[config.mk]
export PLATFORM = sky130hd
export DESIGN_NAME = enxague
export DESIGN_NICKNAME = d
export VERILOG_FILES = /design/src/rtl/enxague.sv
export SDC_FILE = /design/constraint.sdc
export NUM_CORES = 1
export LEC_CHECK = 0
export CAP_MARGIN = 20
export CORE_ASPECT_RATIO = 0.7
export CORE_UTILIZATION = 40
export DETAILED_ROUTE_END_ITERATION = 10
export HOLD_SLACK_MARGIN = 0.08
export SLEW_MARGIN = 20
export SYNTH_ARGS = -nofsm -noshare
export SYNTH_HDL_FRONTEND = slang
export SYNTH_SLANG_ARGS = --single-unit
[constraint.sdc]
create_clock -name clock -period 3.65 [get_ports clock]
set_input_delay 0.365 -clock clock [delete_from_list [all_inputs] [get_ports clock]]
set_output_delay 0.365 -clock clock [all_outputs]
set_load 0.02 [all_outputs]
[src/rtl/enxague.sv]
// Rinse stage: NUM_ENXAGUES x (fill -> agitate -> drain), then holds the spin-stage start level.
// Optional softener dosing on the last fill is enabled by defining ENXAGUE_AMACIANTE_EN.
module enxague #(
   parameter int unsigned NUM_ENXAGUES       = 2,
   parameter int unsigned TEMPO_AGITACAO     = 8,
   parameter int unsigned TIMEOUT_ENCHIMENTO = 16,
   parameter int unsigned TIMEOUT_DRENO      = 16
) (
   input  logic       clock,
   input  logic       reset,
   input  logic       start,
   input  logic       nivel_cheio,
   input  logic       nivel_vazio,
   output logic       valvula_entrada,
   output logic       valvula_amaciante,
   output logic       motor_agitacao,
   output logic       bomba_dreno,
   output logic       enxague_ativo,
   output logic       inicia_centrifugacao,
   output logic       erro,
   output logic [2:0] estado,
   output logic [3:0] ciclo_atual
);

   localparam int unsigned TIMER_W = 8;
   localparam int unsigned CICLO_W = 4;

   localparam logic [TIMER_W-1:0] L_FIM_ENCH = TIMER_W'(TIMEOUT_ENCHIMENTO - 1);
   localparam logic [TIMER_W-1:0] L_FIM_AGIT = TIMER_W'(TEMPO_AGITACAO - 1);
   localparam logic [TIMER_W-1:0] L_FIM_DREN = TIMER_W'(TIMEOUT_DRENO - 1);
   localparam logic [CICLO_W-1:0] L_ULTIMO   = CICLO_W'(NUM_ENXAGUES - 1);

   typedef enum logic [2:0] {
      OCIOSO    = 3'd0,
      ENCHENDO  = 3'd1,
      AGITANDO  = 3'd2,
      DRENANDO  = 3'd3,
      CONCLUIDO = 3'd4,
      ERRO      = 3'd5
   } state_t;

   state_t               r_state;
   logic [TIMER_W-1:0]   r_timer;
   logic [CICLO_W-1:0]   r_ciclo;
   logic                 r_valvula_entrada;
   logic                 r_valvula_amaciante;
   logic                 r_motor_agitacao;
   logic                 r_bomba_dreno;
   logic                 r_enxague_ativo;
   logic                 r_inicia_centrifugacao;
   logic                 r_erro;

   state_t               w_state_nxt;
   logic [TIMER_W-1:0]   w_timer_nxt;
   logic [CICLO_W-1:0]   w_ciclo_nxt;
   logic                 w_amaciante_nxt;

   // Next-state logic; abort (start low) outranks every phase rule
   always_comb begin
      w_state_nxt = r_state;
      w_timer_nxt = r_timer;
      w_ciclo_nxt = r_ciclo;
      if ((r_state != OCIOSO) && !start) begin
         w_state_nxt = OCIOSO;
         w_timer_nxt = '0;
         w_ciclo_nxt = '0;
      end else begin
         case (r_state)
            OCIOSO: begin
               if (start) begin
                  w_state_nxt = ENCHENDO;
                  w_timer_nxt = '0;
                  w_ciclo_nxt = '0;
               end
            end
            ENCHENDO: begin
               if (nivel_cheio) begin
                  w_state_nxt = AGITANDO;
                  w_timer_nxt = '0;
               end else if (r_timer == L_FIM_ENCH) begin
                  w_state_nxt = ERRO;
                  w_timer_nxt = '0;
               end else begin
                  w_timer_nxt = r_timer + TIMER_W'(1);
               end
            end
            AGITANDO: begin
               if (r_timer == L_FIM_AGIT) begin
                  w_state_nxt = DRENANDO;
                  w_timer_nxt = '0;
               end else begin
                  w_timer_nxt = r_timer + TIMER_W'(1);
               end
            end
            DRENANDO: begin
               if (nivel_vazio) begin
                  w_timer_nxt = '0;
                  if (r_ciclo < L_ULTIMO) begin
                     w_state_nxt = ENCHENDO;
                     w_ciclo_nxt = r_ciclo + CICLO_W'(1);
                  end else begin
                     w_state_nxt = CONCLUIDO;
                  end
               end else if (r_timer == L_FIM_DREN) begin
                  w_state_nxt = ERRO;
                  w_timer_nxt = '0;
               end else begin
                  w_timer_nxt = r_timer + TIMER_W'(1);
               end
            end
            CONCLUIDO: w_state_nxt = CONCLUIDO;
            ERRO:      w_state_nxt = ERRO;
            default: begin
               w_state_nxt = OCIOSO;
               w_timer_nxt = '0;
               w_ciclo_nxt = '0;
            end
         endcase
      end
   end

`ifdef ENXAGUE_AMACIANTE_EN
   assign w_amaciante_nxt = (w_state_nxt == ENCHENDO) && (w_ciclo_nxt == L_ULTIMO);
`else
   assign w_amaciante_nxt = 1'b0;
`endif

   // Outputs are registered from the next state so they track the state register exactly
   always_ff @(posedge clock) begin
      if (reset) begin
         r_state                <= OCIOSO;
         r_timer                <= '0;
         r_ciclo                <= '0;
         r_valvula_entrada      <= 1'b0;
         r_valvula_amaciante    <= 1'b0;
         r_motor_agitacao       <= 1'b0;
         r_bomba_dreno          <= 1'b0;
         r_enxague_ativo        <= 1'b0;
         r_inicia_centrifugacao <= 1'b0;
         r_erro                 <= 1'b0;
      end else begin
         r_state                <= w_state_nxt;
         r_timer                <= w_timer_nxt;
         r_ciclo                <= w_ciclo_nxt;
         r_valvula_entrada      <= (w_state_nxt == ENCHENDO);
         r_valvula_amaciante    <= w_amaciante_nxt;
         r_motor_agitacao       <= (w_state_nxt == AGITANDO);
         r_bomba_dreno          <= (w_state_nxt == DRENANDO);
         r_enxague_ativo        <= (w_state_nxt == ENCHENDO) || (w_state_nxt == AGITANDO) ||
                                   (w_state_nxt == DRENANDO);
         r_inicia_centrifugacao <= (w_state_nxt == CONCLUIDO);
         r_erro                 <= (w_state_nxt == ERRO);
      end
   end

   assign valvula_entrada      = r_valvula_entrada;
   assign valvula_amaciante    = r_valvula_amaciante;
   assign motor_agitacao       = r_motor_agitacao;
   assign bomba_dreno          = r_bomba_dreno;
   assign enxague_ativo        = r_enxague_ativo;
   assign inicia_centrifugacao = r_inicia_centrifugacao;
   assign erro                 = r_erro;
   assign estado               = r_state;
   assign ciclo_atual          = r_ciclo;

endmodule

==> results.cfg <==
[status]
status = finished, final reports clean

[synthesis]
synth_flop_cell = dfxtp_1
yosys_register_bits = 21
yosysUniqueCellTypes = 43
synth_nets = 143
yosys.area.top_type_share_pct = 37.0
postSynthAreaPerCell_um2 = 8.42
ys_async_sr_fraction_pct = 0
ys_warn_count = 0
synth_area_leaders = dfxtp_1, a21oi_1, nor2_1, nand2_1, ha_1
yosysTopAreaCell = dfxtp_1
synth_edf_count = 0
synth_area_mm2 = 0.00114
seq_area_frac_synth_pct = 37.0
synthCells = 135

[sta]
fin_tns_setup_ns = 0
fin_crit_sh_pct = 57.2
worst_pin_slew_ns = 0.662
fmax_mhz = 479
fin_crit_ns = 2.09
max_slew_margin_pct = 55.4
finalMaxSlewViolations = 0
finalHoldViolCount = 0
rsz0062_at_grt = no
finClkSkew_ns = 0.00287
finalSetupViolCount = 0

[setup_path]
crit_arrival_ns = 2.25
path_delay_family = compound AO/OA/AOI/OAI gates
required_ns = 3.81
worstSetupPathType = flop to flop
critPathLaunchType = flop
path_cells = inv_1 -> ha_1 -> and4bb_1 -> a32o_1 -> o31ai_1 -> o21ai_1 -> and3b_1
cpMaxStageDelayCell = o31ai_1
crit_path_max_fanout = 5
crit_path_end_kind = flop
critPathBufInv = 1
cpPeakStageDelay_ns = 0.44

[placed_design]
port_buffers = 17
hpwlAfterDp_mm = 1.94
place_congestion = 0.858

[cts]
clockBufferDepth = 2
htree_levels = 1
insertion_delay_ns = 0.26
cts_buffers = 3
clk_pin_slew_ns = 0.07
cts_tree = done
cts_resized = 0
cts.sink_count = 21
hold_buffers = 0
root_buffer = clkbuf_8
postCtsSetupBuffers = 0

[final_layout]
finalNetCount = 160
antenna_cells = 0
utilization_pct = 53.2
final_common_cell = dfxtp_1
layout_common_cells = dfxtp_1, clkdlybuf4s50_1, nor2_1
area_growth_pct = 20.5
drive_gt1_share_pct = 7.95

[routing]
wire_per_inst_um = 14.3
drc_errors = 0
first_pass_iters = 4
ant_nets = 0
vias_per_cell = 5.72
drt_iter0_drc = 47
routed_wl_mm = 2.64
vias = 1059

[grt]
grt.total_usage_pct = 18.8
grt_start_max_net_pins = 18
antenna_found_initial = 0
gr-total-overflow = 0
grt_pass1_wl_mm = 4.15
first_global_vias = 863

[flow_run]
drv_cap = 0

[floorplan]
core_mm2 = 0.00257
std_cell_rows = 15
die_w_um = 65.7
die_height_um = 46.6
floorplan.die_area_mm2 = 0.00306
initial_core_util_pct = 44.2
pin_count = 19

[power]
power_leakage_nw = 0.469
total_power_mw = 0.504
p_per_area_mw_per_mm2 = 368
ir_drop_mv = 0.272

[worst_hold_path]
min_path_type = flop to flop
[state kept, by name, summed over array words and instances (netlist names)]
| signal | cells |
|---|---|
| r_timer | 8 |
| ciclo_atual | 4 |
| estado | 3 |
| bomba_dreno | 1 |
| enxague_ativo | 1 |
| erro | 1 |
| inicia_centrifugacao | 1 |
| motor_agitacao | 1 |
| valvula_entrada | 1 |
[Yosys cell counts (2+ instances only)]
cell      number
nor2b_1        3
clkbuf_1       2
inv_1          5
buf_2          2
or2_1          3
mux2i_1        2
nor4_1         2
o21ai_0        2
o21ai_1        4
nor4_2         2
nand2_1       14
nor2_1        15
ha_1           3
a21oi_1       12
nor3_1         4
and3_1         2
a31oi_1        3
o21a_1         3
nand3_1        7
dfxtp_1       21
nand2b_1       2
[power by group]
group | internal, mW | switching, mW | leakage (nW)
Clock | 0.0779 | 0.0760 | 0.0228
Combinational | 0.0433 | 0.0581 | 0.276
Sequential | 0.237 | 0.0112 | 0.170
Total | 0.359 | 0.145 | 0.469
[tightest hold or removal path: cells and delay by family (launching register included)]
family / cells / cell delay, ns
flip-flops: 1 / 0.36
AO/OA/AOI/OAI: 1 / 0.05
AND/OR/NAND/NOR: 1 / 0.07
[cell type report]
cell class	count	area, um2
Multi-Input combinational cell	104	672
Inverter	5	18.8
Tap cell	34	42.5
Clock buffer	4	45.0
Fill cell	248	1200
Sequential cell	21	420
Timing Repair Buffer	17	170
[through the flow]
step / worst slack [ns] / hold slack (ns) / instances / area, um2
2_1_floorplan: 1.64 / 0.436 / 135 / 1140
3_3_place_gp: 1.47 / 0.502 / 181 / 1320
3_5_place_dp: 1.38 / 0.513 / 181 / 1320
4_1_cts: 1.57 / 0.526 / 185 / 1370
5_1_grt: 1.38 / 0.558 / 185 / 1370
6_report: 1.56 / 0.524 / 185 / 1370
[metal layers]
layer	GRT usage (%)	wire, um
met5	0	0
met2	29.4	1170
met1	25.3	1320
met3	5.45	132
met4	5.22	19
[path summary, 6_finish.rpt]
check | to | startpoint | cells past startpoint | slack, ns
min | r_timer[7]$_SDFFE_PP0P_ | r_timer[7]$_SDFFE_PP0P_ | 2 | 0.52
max | enxague_ativo$_SDFF_PP0_ | ciclo_atual[0]$_SDFFE_PP0P_ | 7 | 1.56
min reg2reg | r_timer[7]$_SDFFE_PP0P_ | r_timer[7]$_SDFFE_PP0P_ | 2 | 0.52
max reg2reg | enxague_ativo$_SDFF_PP0_ | ciclo_atual[0]$_SDFFE_PP0P_ | 7 | 1.56
[kinds of logic after synthesis]
group | Yosys count | share of synthesized area (%)
AO/OA/AOI/OAI | 35 | 23.4
flip-flops | 21 | 37.0
other | 1 | 0.330
AND/OR/NAND/NOR | 62 | 29.6
adder cells (fa/ha/maj) | 3 | 3.30
buffers and inverters | 10 | 3.86
multiplexers | 2 | 1.76
XOR/XNOR | 1 | 0.771
(Power assumes the default switching activity.)
